**config.mk**
```make
export PLATFORM = sky130hd
export DESIGN_NAME = bp_be_rpt_pf_sched_flat
export DESIGN_NICKNAME = d
export VERILOG_FILES = /design/src/rtl/bp_be_rpt_pf_sched_pkg.sv /design/src/rtl/bp_be_rpt_pf_sched_if.sv /design/src/rtl/bp_be_rpt_pf_sched_fifo.sv /design/src/rtl/bp_be_rpt_pf_sched.sv /design/src/flat_wrapper.sv
export SDC_FILE = /design/constraint.sdc
export NUM_CORES = 1
export LEC_CHECK = 0
export BUFFER_PORTS_ARGS = -buffer_cell sky130_fd_sc_hd__clkbuf_2
export CAP_MARGIN = 20
export CORE_ASPECT_RATIO = 1.75
export CORE_MARGIN = 4
export CORE_UTILIZATION = 40
export DETAILED_ROUTE_END_ITERATION = 8
export GPL_TIMING_DRIVEN = 0
export SLEW_MARGIN = 5
export SYNTH_ARGS = -nofsm -noshare
export SYNTH_HDL_FRONTEND = slang
export SYNTH_HIERARCHICAL = 1
export SYNTH_SLANG_ARGS = --single-unit
```
**constraint.sdc**
```tcl
create_clock -name clk_i -period 10 [get_ports clk_i]
set_clock_uncertainty 0.2 [all_clocks]
set_input_delay 0 -clock clk_i [delete_from_list [all_inputs] [get_ports clk_i]]
set_output_delay 0 -clock clk_i [all_outputs]
set_load 0.01 [all_outputs]
```
**src/rtl/bp_be_rpt_pf_sched_pkg.sv**
```systemverilog
// Shared types for the RPT prefetch scheduler: FSM state encoding, the
// candidate-queue entry declare macro and a saturating-increment helper.
package bp_be_rpt_pf_sched_pkg;

  typedef enum logic [1:0] {
    e_idle  = 2'd0,
    e_load  = 2'd1,
    e_offer = 2'd2
  } bp_be_rpt_pf_state_e;

  // Event counters stick at all-ones instead of wrapping
  function automatic logic [31:0] bp_be_rpt_pf_sat_inc(input logic [31:0] v);
    return (&v) ? v : (v + 32'd1);
  endfunction

endpackage

`ifndef BP_BE_RPT_PF_ENTRY_DECLARE
`define BP_BE_RPT_PF_ENTRY_DECLARE
// One stride candidate: first address to prefetch, the stride to step by,
// and how many line prefetches remain for it.
`define BP_BE_RPT_PF_ENTRY_DECL(vaddr_w, stride_w, cnt_w) \
  typedef struct packed {                                      \
    logic [vaddr_w-1:0]  next_addr;                            \
    logic [stride_w-1:0] stride;                               \
    logic [cnt_w-1:0]    cnt;                                  \
  } bp_be_rpt_pf_entry_s;
`endif

```
**src/rtl/bp_be_rpt_pf_sched_if.sv**
```systemverilog
// Prefetch request channel from the scheduler (master) to the D$ (slave).
// pf_yumi may only be raised while pf_v is high.
interface bp_be_rpt_pf_sched_if #(parameter int vaddr_width_p = 39) ();
  logic                     pf_v;
  logic [vaddr_width_p-1:0] pf_addr;
  logic                     pf_yumi;

  modport master (output pf_v, output pf_addr, input pf_yumi);
  modport slave  (input pf_v, input pf_addr, output pf_yumi);
endinterface

```
**src/rtl/bp_be_rpt_pf_sched_fifo.sv**
```systemverilog
// Small candidate FIFO with the bsg_fifo_1r1w_small handshake: v_i pushes,
// yumi_i pops the head shown on data_o. A pop and a push in the same cycle
// are allowed while full because the head is read before the slot is reused.
module bp_be_rpt_pf_sched_fifo #(
  parameter int width_p = 8,
  parameter int els_p   = 4
) (
  input  logic               clk_i,
  input  logic               reset_i,
  input  logic               clear_i,
  input  logic               v_i,
  input  logic [width_p-1:0] data_i,
  input  logic               yumi_i,
  output logic               v_o,
  output logic               full_o,
  output logic [width_p-1:0] data_o
);
  localparam int ptr_w_lp = $clog2(els_p);

  logic [width_p-1:0]  mem_q [els_p];
  logic [ptr_w_lp-1:0] rptr_q, wptr_q;
  logic [ptr_w_lp:0]   count_q;

  // Pointer and occupancy tracking; clear empties the queue in one cycle
  always_ff @(posedge clk_i) begin
    if (reset_i | clear_i) begin
      rptr_q  <= '0;
      wptr_q  <= '0;
      count_q <= '0;
    end else begin
      if (v_i)    wptr_q <= wptr_q + 1'b1;
      if (yumi_i) rptr_q <= rptr_q + 1'b1;
      count_q <= count_q + (ptr_w_lp+1)'(v_i) - (ptr_w_lp+1)'(yumi_i);
    end
  end

  // Storage write; contents need no reset since occupancy gates the reads
  always_ff @(posedge clk_i) begin
    if (v_i) mem_q[wptr_q] <= data_i;
  end

  assign v_o    = (count_q != '0);
  assign full_o = (count_q == (ptr_w_lp+1)'(els_p));
  assign data_o = mem_q[rptr_q];
endmodule

```
**src/rtl/bp_be_rpt_pf_sched.sv**
```systemverilog
// RPT prefetch scheduler: queues stride candidates from the RPT and expands
// each into pf_degree_p line-aligned prefetches toward the D$, yielding to
// demand traffic and skipping requests for the line just prefetched.
// Optional build macro BP_BE_RPT_PF_STATS_EN adds stats_o event counters.
module bp_be_rpt_pf_sched
  import bp_be_rpt_pf_sched_pkg::*;
#(
  parameter int vaddr_width_p  = 39,
  parameter int stride_width_p = 8,
  parameter int block_width_p  = 512,
  parameter int pf_queue_els_p = 4,
  parameter int pf_degree_p    = 2
) (
  input  logic                      clk_i,
  input  logic                      reset_i,
  input  logic                      init_done_i,
  input  logic                      train_v_i,
  input  logic [vaddr_width_p-1:0]  train_pc_i,
  input  logic [vaddr_width_p-1:0]  train_addr_i,
  input  logic [stride_width_p-1:0] train_stride_i,
  input  logic                      flush_i,
  input  logic                      demand_v_i,
  bp_be_rpt_pf_sched_if.master      pf_if,
  output logic                      busy_o
`ifdef BP_BE_RPT_PF_STATS_EN
  ,output logic [95:0]              stats_o
`endif
);
  localparam int offset_lp    = $clog2(block_width_p/8);
  localparam int cnt_width_lp = $clog2(pf_degree_p+1);

  `BP_BE_RPT_PF_ENTRY_DECL(vaddr_width_p, stride_width_p, cnt_width_lp)

  bp_be_rpt_pf_state_e       state_q, state_d;
  bp_be_rpt_pf_entry_s       push_entry, head_entry;
  logic [vaddr_width_p-1:0]  cur_addr_q, cur_addr_d, last_line_q, last_line_d;
  logic [vaddr_width_p-1:0]  last_pc_q, last_pc_d;
  logic [stride_width_p-1:0] stride_q, stride_d;
  logic [cnt_width_lp-1:0]   cnt_q, cnt_d;
  logic [vaddr_width_p-1:0]  train_stride_sext, work_stride_sext, cur_line;
  logic fifo_v, fifo_full, fifo_push, fifo_pop;
  logic train_fire, train_drop, same_line, offer_st, pf_v, issue, skip, advance;

  assign train_stride_sext = {{(vaddr_width_p-stride_width_p){train_stride_i[stride_width_p-1]}}, train_stride_i};
  assign work_stride_sext  = {{(vaddr_width_p-stride_width_p){stride_q[stride_width_p-1]}}, stride_q};
  assign cur_line          = {cur_addr_q[vaddr_width_p-1:offset_lp], {offset_lp{1'b0}}};

  // Training filter: zero stride, no room (after this cycle's pop) or a
  // repeat of the last accepted PC while work is still queued is dropped
  always_comb begin
    train_fire = train_v_i & init_done_i & ~flush_i;
    train_drop = train_fire & ((train_stride_i == '0)
                             | (fifo_full & ~fifo_pop)
                             | (fifo_v & (train_pc_i == last_pc_q)));
    fifo_push  = train_fire & ~train_drop;
    push_entry.next_addr = train_addr_i + train_stride_sext;
    push_entry.stride    = train_stride_i;
    push_entry.cnt       = cnt_width_lp'(pf_degree_p);
  end

  bp_be_rpt_pf_sched_fifo #(
    .width_p ($bits(bp_be_rpt_pf_entry_s)),
    .els_p   (pf_queue_els_p)
  ) cand_fifo (
    .clk_i   (clk_i),
    .reset_i (reset_i),
    .clear_i (flush_i),
    .v_i     (fifo_push),
    .data_i  (push_entry),
    .yumi_i  (fifo_pop),
    .v_o     (fifo_v),
    .full_o  (fifo_full),
    .data_o  (head_entry)
  );

  // Next-state and offer logic; demand traffic freezes the work register
  always_comb begin
    state_d     = state_q;
    cur_addr_d  = cur_addr_q;
    stride_d    = stride_q;
    cnt_d       = cnt_q;
    last_line_d = last_line_q;
    offer_st    = (state_q == e_offer);
    same_line   = (cur_line == last_line_q);
    pf_v        = offer_st & ~same_line & ~demand_v_i & ~reset_i;
    issue       = pf_v & pf_if.pf_yumi;
    skip        = offer_st & ~demand_v_i & same_line;
    advance     = issue | skip;
    fifo_pop    = (state_q == e_load);
    case (state_q)
      e_idle: if (fifo_v) state_d = e_load;
      e_load: begin
        cur_addr_d = head_entry.next_addr;
        stride_d   = head_entry.stride;
        cnt_d      = head_entry.cnt;
        state_d    = e_offer;
      end
      e_offer: if (advance) begin
        cur_addr_d = cur_addr_q + work_stride_sext;
        cnt_d      = cnt_q - cnt_width_lp'(1);
        if (issue) last_line_d = cur_line;
        if (cnt_q == cnt_width_lp'(1)) state_d = fifo_v ? e_load : e_idle;
      end
      default: state_d = e_idle;
    endcase
    if (flush_i) state_d = e_idle;
    last_pc_d = flush_i ? '0 : (fifo_push ? train_pc_i : last_pc_q);
  end

  // State and work register update
  always_ff @(posedge clk_i) begin
    if (reset_i) begin
      state_q     <= e_idle;
      cur_addr_q  <= '0;
      stride_q    <= '0;
      cnt_q       <= '0;
      last_line_q <= '0;
      last_pc_q   <= '0;
    end else begin
      state_q     <= state_d;
      cur_addr_q  <= cur_addr_d;
      stride_q    <= stride_d;
      cnt_q       <= cnt_d;
      last_line_q <= last_line_d;
      last_pc_q   <= last_pc_d;
    end
  end

  assign pf_if.pf_v    = pf_v;
  assign pf_if.pf_addr = offer_st ? cur_line : '0;
  assign busy_o        = (state_q != e_idle) | fifo_v;

`ifdef BP_BE_RPT_PF_STATS_EN
  logic [31:0] issued_q, dropped_q, skipped_q;

  // Saturating event counters; survive flush, cleared only by reset
  always_ff @(posedge clk_i) begin
    if (reset_i) begin
      issued_q  <= '0;
      dropped_q <= '0;
      skipped_q <= '0;
    end else begin
      if (issue)      issued_q  <= bp_be_rpt_pf_sat_inc(issued_q);
      if (train_drop) dropped_q <= bp_be_rpt_pf_sat_inc(dropped_q);
      if (skip)       skipped_q <= bp_be_rpt_pf_sat_inc(skipped_q);
    end
  end

  assign stats_o = {skipped_q, dropped_q, issued_q};
`endif
endmodule

```
**src/flat_wrapper.sv**
```systemverilog
// flat-port wrapper written by rule: the top's interface ports become plain ports
module bp_be_rpt_pf_sched_flat import bp_be_rpt_pf_sched_pkg::*;
#(
  parameter int vaddr_width_p  = 39,
  parameter int stride_width_p = 8,
  parameter int block_width_p  = 512,
  parameter int pf_queue_els_p = 4,
  parameter int pf_degree_p    = 2
)
  (clk_i, reset_i, init_done_i, train_v_i, train_pc_i, train_addr_i, train_stride_i, flush_i, demand_v_i, busy_o, pf_if_pf_v, pf_if_pf_addr, pf_if_pf_yumi);
  bp_be_rpt_pf_sched_if #(.vaddr_width_p(vaddr_width_p)) pf_if_i ();
  input  logic clk_i;
  input  logic reset_i;
  input  logic init_done_i;
  input  logic train_v_i;
  input  logic [vaddr_width_p-1:0] train_pc_i;
  input  logic [vaddr_width_p-1:0] train_addr_i;
  input  logic [stride_width_p-1:0] train_stride_i;
  input  logic flush_i;
  input  logic demand_v_i;
  output logic busy_o;
  output wire logic [$bits(pf_if_i.pf_v)-1:0] pf_if_pf_v;
  output wire logic [$bits(pf_if_i.pf_addr)-1:0] pf_if_pf_addr;
  input wire logic [$bits(pf_if_i.pf_yumi)-1:0] pf_if_pf_yumi;
  assign pf_if_pf_v = pf_if_i.pf_v;
  assign pf_if_pf_addr = pf_if_i.pf_addr;
  assign pf_if_i.pf_yumi = pf_if_pf_yumi;
  bp_be_rpt_pf_sched #(.vaddr_width_p(vaddr_width_p), .stride_width_p(stride_width_p), .block_width_p(block_width_p), .pf_queue_els_p(pf_queue_els_p), .pf_degree_p(pf_degree_p)) u_core (.clk_i(clk_i), .reset_i(reset_i), .init_done_i(init_done_i), .train_v_i(train_v_i), .train_pc_i(train_pc_i), .train_addr_i(train_addr_i), .train_stride_i(train_stride_i), .flush_i(flush_i), .demand_v_i(demand_v_i), .pf_if(pf_if_i), .busy_o(busy_o));
endmodule
```
==> results of run 1 <==
-- cell families (layout without fill, tap and decap cells) --
logic type	Yosys count	after routing	synth area share, %
adders and majority gates	86	86	6.32
buffers and inverters	96	399	2.73
muxes	126	126	10.9
and+or+nand+nor	392	392	11.0
xor gates and xnor gates	138	138	7.04
other	2	14	0.0432
DFF	328	328	49.1
AOI/OAI and AO/OA	322	322	13.0
-- per-layer routing --
metal	part of all wire, %	track usage [%]	wire [um]
met1	36	21.0	16900
met2	56	38.3	25900
met3	3.7	2.33	1710
met4	4.2	7.91	1950
met5	0	0	0
-- cells in the final DEF, fill, tap and decap left out, drive strengths merged, types with 21 or more instances in the layout --
| cell type | synthesis | final |
|---|---|---|
| buf | 36 | 36 |
| dfxtp | 132 | 132 |
| edfxtp | 196 | 196 |
| a211oi | 22 | 22 |
| a21oi | 105 | 105 |
| inv | 27 | 30 |
| xnor2 | 105 | 105 |
| and2 | 45 | 45 |
| mux2i | 76 | 76 |
| a21o | 49 | 49 |
| nand2 | 88 | 88 |
| mux4 | 49 | 49 |
| dlygate4sd3 | 0 | 122 |
| nand3 | 21 | 21 |
| clkbuf | 33 | 193 |
| xor2 | 32 | 32 |
| o21ai | 56 | 56 |
| nand4 | 25 | 25 |
| ha | 83 | 83 |
| nor2 | 131 | 131 |
-- power by group through the flow --
stage	Clock (mW)	Sequential [mW]	Combinational, mW
after floorplan	0	1.52	0.201
after global placement	0	1.52	0.289
after detailed placement	0	1.52	0.297
after CTS	1.21	1.49	0.338
after global routing	1.26	1.49	0.373
final	1.18	1.49	0.339
-- layout make-up --
type,count,share of cell area (%)
Sequential cell,328,40.6
Timing Repair Buffer,249,8.84
Multi-Input combinational cell,1078,40.2
Buffer,69,1.78
Clock buffer,33,3.78
Tap cell,561,3.34
Clock inverter,21,1.01
Inverter,27,0.483
-- state kept, by name, indices dropped and copies added, names as in the netlist, named ones only --
signal                    count
u_core/cand_fifo/mem_q      196
u_core/cur_addr_q            39
u_core/last_pc_q             39
u_core/last_line_q           33
u_core/stride_q               8
u_core/cand_fifo/count_q      3
u_core/cand_fifo/rptr_q       2
u_core/cand_fifo/wptr_q       2
u_core/cnt_q                  2
u_core/state_q                2
-- worst paths after layout --
| check | to | slack, ns | cells after the start |
|---|---|---|---|
| setup / recovery | u_core/cand_fifo/mem_q[2][48] | 6.08 | 14 |
| setup reg to reg | u_core/cur_addr_q[36] | 6.17 | 9 |
| hold reg to reg | u_core/stride_q[4] | 0.26 | 2 |
| hold / removal | u_core/last_pc_q[6] | 0.04 | 4 |
-- critical path, cell delays in order --
cell and delay [ns]:
dlygate4sd3_1 0.54, clkbuf_2 0.16, ha_1 0.26, fa_1 0.42
a21o_1 0.20, a21oi_1 0.28, o21a_1 0.24, o211ai_2 0.19
a21oi_2 0.32, o21a_1 0.27, a21oi_2 0.10, mux2i_1 0.13
a2111oi_2 0.35, dlygate4sd3_1 0.66
==> summary.txt, run 1 <==
Power and ir drop
  – Sw Ratio: 23.4%
  – Clock network power share: 39.2%
  – P_sw: 0.705 mW
  – Lkg Pwr: 8.08 nW
  – Sequential Power Share: 49.6%
  – VDD IR max: 149 uV
  – Internal Pwr Total: 2.30 mW
  – Combinational power share: 11.3%
  – Tot Pwr: 3.01 mW
  – Power Dens Cells: 143 nW/um2

Routing
  – WL final: 46400 um
  – Vias after detailed routing: 12667
  – Initial DRC Count: 555
  – Post-DRT Antenna Nets: 0
  – Vias per cell: 5.35
  – DRC: 0
  – DR WL/cell: 19.6 um
  – 1st-pass router iterations: 5

Place
  – Dpl cells: 2190
  – DP Area: 18800 um2
  – Port bufs: 127
  – Gp weighted congestion: 0.852
  – Place WS: 6.04 ns
  – Post-DP HPWL: 33900 um

Synthesis
  – Post-synth top area cell: edfxtp_1
  – Post-synth cell types: 82
  – Post-Synthesis Cells: 1490
  – Avg Synthesized Cell Area: 11.7 um2
  – Synth Register Bits: 328
  – Mapped Area: 17400 um2
  – Top cells by area, synth: edfxtp_1, dfxtp_1, mux4_2
  – Sequential-to-total area share from yosys stat: 49.1%
  – Synth warn: 6
  – FFs w/ async S/R, synth: 0%
  – Dominant cell by count in the synthesized netlist: edfxtp_1
  – Top FF cell, synth: edfxtp_1
  – Post-synth top cells: edfxtp_1, dfxtp_1, nor2_1
  – Post-synth EDFFs: 196
  – Post-synth top area share: 33.9%

Status
  – Status: completed

Global routing
  – GR Util All Layers: 19.7%
  – Vias in the first global route: 13392
  – GR Overflow Total: 0
  – Initial antenna violation count: 0
  – Global-route wire length before repair: 72500 um
  – Largest net degree at the start of global routing: 50

Layout
  – N_diodes: 0
  – Area grow syn2layout: 20.8%
  – Multi-input logic area: 8440 um2
  – Finished Core Util: 49.1%
  – # fillers: 3831
  – Post-layout instance area: 21000 um2
  – Fin cells: 2366
  – Share of layout cells above drive strength 1: 16.5%
  – Sequential Area: 8530 um2
  – Fin nets: 1962

Timing
  – Final slew viol count: 0
  – Final Hold Fails: 0
  – Crit path time final: 3.92 ns
  – Setup TNS: 0 ns
  – Final hold slack: 0.0359 ns
  – Worst Tran Pin Value: 0.926 ns
  – Fmax: 255 MHz
  – Max-slew headroom: 38.2%
  – Setup violations, final: 0
  – Final worst slack: 6.08 ns
  – Final Cycle Share: 39.2%
  – RSZ-0062 raised after global routing: no

Setup path
  – Worst Setup Path Type: in -> reg
  – Worst r2r src: u_core/stride_q[7]
  – Worst Setup SP: train_stride_i[0]
  – Critical Path RT: 10.22 ns
  – Worst setup EP type: flip-flop
  – CP Max Fanout: 6
  – Type of origin of the critical path: input pin
  – Arrival @ worst endpoint: 4.14 ns

Floorplan
  – Core ar.: 42800 um2
  – Chip width: 166 um
  – Initial Utilization: 40.6%
  – I/O Pins: 134
  – Floorplan row count: 100
  – Die Ht: 284 um
  – Die ar.: 47000 um2

CTS
  – Number of setup buffers added after CTS: 0
  – Worst-case clock buffer depth: 3
  – Clk sink count: 328
  – Hold_buf cts: 122
  – CTS HTree Levels: 1
  – Clk pin slew, worst setup/hold paths: 0.06 ns
  – CTS tree: built
  – Post-CTS sizing: 0
  – Num CTS Buffers: 30
  – Root buffer cell: clkbuf_16
  – Worst-Skew Late Latency: 0.57 ns

Min path
  – Worst Min Path Start: train_pc_i[6]
  – Hold crit path type: in -> reg

Job
  – Max_cap viols: 0
(Power assumes the default switching activity.)
==> run 2, diff against run 1 <==
- clock period: 10 -> 3.7 ns (I/O delays scaled with it)
==> run 2 against run 1 <==
Critical endpoint is now u_core/cur_addr_q[36]. Sequential cell count is the same. Clock-buffer cell count is the same. Sequential power grew to 2.7 times the previous value. Hold slack barely moved. Sequential share of layout area hardly changed. Cell count unchanged. First-iteration DRC count down 2.0%. Clock power increased to 2.7 times the previous value. Via count decreased by 0.24%.
==> summary.txt, run 2 (same netlist as run 1, synthesis figures left out) <==
Routing
  – DRC: 0 (unchanged)
  – DR WL/cell: 19.7 um (+0.23%)
  – WL final: 46500 um (+0.23%)
  – Post-DRT Antenna Nets: 0 (unchanged)
  – 1st-pass router iterations: 5 (unchanged)
  – Vias after detailed routing: 12636 (-0.24%)
  – Vias per cell: 5.34 (-0.24%)
  – Initial DRC Count: 544 (-2.0%)

Timing
  – Final worst slack: 0.136 ns (-5.94 ns)
  – Setup violations, final: 0 (unchanged)
  – Final Hold Fails: 0 (unchanged)
  – Worst Tran Pin Value: 0.948 ns (+0.0213 ns)
  – Crit path time final: 3.56 ns
  – Final slew viol count: 0 (unchanged)
  – Final Cycle Share: 96.3%
  – Max-slew headroom: 36.8% (-1.4 points)
  – RSZ-0062 raised after global routing: no
  – Fmax: 281 MHz

Setup path
  – Arrival @ worst endpoint: 3.84 ns (-0.30 ns)
  – Worst r2r src: u_core/stride_q[7]
  – Worst R2R Path Depth: 9 (unchanged)
  – Type of origin of the critical path: flip-flop
  – CP Max Fanout: 33 (+27)
  – Worst Setup Path Type: reg -> reg
  – R2R setup slack: 0.14 ns (-6.03 ns)
  – Critical R2R Capture: u_core/cur_addr_q[36]
  – Critical Path RT: 3.97 ns (-6.25 ns)
  – Worst setup EP type: flip-flop

Power and ir drop
  – Internal Pwr Total: 6.22 mW (+170%)
  – Lkg Pwr: 8.08 nW (about the same)
  – Combinational power share: 11.3% (about the same)
  – P_sw: 1.91 mW (+170%)
  – Sequential Power Share: 49.6% (about the same)
  – Power Dens Cells: 387 nW/um2 (+170%)
  – Clock network power share: 39.2% (about the same)
  – Tot Pwr: 8.13 mW (+170%)
  – VDD IR max: 403 uV (+170%)
  – Sw Ratio: 23.5% (about the same)

Global routing
  – GR Util All Layers: 19.7% (about the same)
  – Initial antenna violation count: 0 (unchanged)
  – Vias in the first global route: 13396 (+0.030%)
  – Global-route wire length before repair: 72500 um (about the same)
  – Largest net degree at the start of global routing: 50 (unchanged)
  – GR Overflow Total: 0 (unchanged)

CTS
  – Num CTS Buffers: 30 (unchanged)
  – Worst-Skew Late Latency: 0.57 ns (about the same)
  – CTS tree: built
  – CTS HTree Levels: 1 (unchanged)
  – Worst-case clock buffer depth: 3 (unchanged)
  – Number of setup buffers added after CTS: 0 (unchanged)
  – Clk sink count: 328 (unchanged)
  – Clk pin slew, worst setup/hold paths: 0.07 ns (about the same)
  – Root buffer cell: clkbuf_16

Layout
  – Multi-input logic area: 8450 um2 (+0.15%)
  – Fin nets: 1962 (unchanged)
  – Top reg by flops: u_core/cand_fifo/mem_q
  – Largest register FFs: 196 (unchanged)
  – Commonest non-fill, non-tap cell in the layout: edfxtp_1
  – Share of layout cells above drive strength 1: 16.5% (unchanged)
  – N_diodes: 0 (unchanged)
  – Highest-count cells in the layout ignoring fill and taps: edfxtp_1, dfxtp_1, nor2_1, clkbuf_2, dlygate4sd3_1
  – Largest registers: u_core/cand_fifo/mem_q x196, u_core/cur_addr_q x39, u_core/last_pc_q x39
  – # fillers: 3829 (-0.052%)
  – Area grow syn2layout: 20.9% (about the same)
  – Sequential Area: 8530 um2 (about the same)
  – Fin cells: 2366 (unchanged)

Min path
  – Hold EP: u_core/last_pc_q[6]
  – Worst Min Path Start: train_pc_i[6]
  – Hold Path Depth: 4 (unchanged)
  – Hold crit path type: in -> reg

Place
  – Post-DP HPWL: 33900 um (unchanged)
  – Gp weighted congestion: 0.852 (unchanged)
  – Port bufs: 127 (unchanged)
  – Place WS: -0.262 ns (-6.30 ns)
  – Dpl cells: 2190 (unchanged)

Floorplan
  – Floorplan row count: 100 (unchanged)
  – Die ar.: 47000 um2 (unchanged)
  – Chip width: 166 um (unchanged)
  – Core ar.: 42800 um2 (unchanged)
  – I/O Pins: 134 (unchanged)
  – Initial Utilization: 40.6% (unchanged)
  – Die Ht: 284 um (unchanged)

Job
  – Max_cap viols: 0 (unchanged)

Status
  – Status: completed
## run 2: metal layers
metal / part of all wire, % / global-route usage (%)
met1: 36 / 21.0
met2: 56 / 38.4
met3: 3.8 / 2.33
met4: 4.2 / 7.88
met5: 0 / 0
## run 2: layout make-up
| type | instances | share of cell area (%) |
|---|---|---|
| flip-flops and latches | 328 | 40.6 |
| multi-input cells | 1078 | 40.2 |
| repair buffers | 249 | 8.83 |
| clock buffers | 33 | 3.77 |
| well taps | 561 | 3.34 |
| plain buffers | 69 | 1.77 |
| clock inverters | 21 | 1.01 |
| inverters | 27 | 0.482 |
## run 2: what timing repair did
item	4_1_cts	5_1_grt
hold buffers	122	0
endpoints found under the hold margin	229	0
gates resized for setup	1	1
setup endpoints to repair	1	4
## run 2: through the flow
stage | util [%] | setup TNS, ns | hold WS [ns] | cell area (um2)
finish | 49.1 | 0 | 0.0358 | 21000
global route | 49.1 | 0 | 0.0335 | 21000
CTS | 49.1 | 0 | 0.00675 | 21000
detailed placement | 43.9 | -4.27 | 0.0716 | 18800
global placement | 43.9 | -188.69 | 0.0644 | 18800
floorplan | - | 0 | -0.101 | 17400
## run 2: how the worst max path moves through the flow
stage | start | end | slack [ns] | depth (start not counted)
floorplan | u_core/stride_q[7] | u_core/cur_addr_q[36] | 0.12 | 10
global placement | train_stride_i[7] | u_core/cand_fifo/mem_q[1][21] | -0.98 | 7
detailed placement | train_stride_i[7] | u_core/cand_fifo/mem_q[0][37] | -0.26 | 11
CTS | train_stride_i[0] | u_core/cand_fifo/mem_q[2][48] | 0.05 | 13
global route | train_stride_i[7] | u_core/cand_fifo/mem_q[0][47] | 0.02 | 11
finish | u_core/stride_q[7] | u_core/cur_addr_q[36] | 0.14 | 9
## run 2: critical path: stages, from the launching register on
cell,delay [ns]
dfxtp_4,0.62
ha_1,0.39
a21oi_2,0.20
o21ai_1,0.13
or4b_4,0.56
o21ai_4,0.28
o21ai_4,0.12
a31oi_4,0.26
mux2_4,0.34
a2111oi_4,0.32
## run 2: power by group through the flow
stage	clock (mW)	combinational (mW)	sequential (mW)
6_report	3.18	0.917	4.03
5_1_grt	3.41	1.01	4.03
4_1_cts	3.27	0.910	4.03
3_5_place_dp	0	0.803	4.11
3_3_place_gp	0	0.780	4.11
2_1_floorplan	0	0.544	4.10
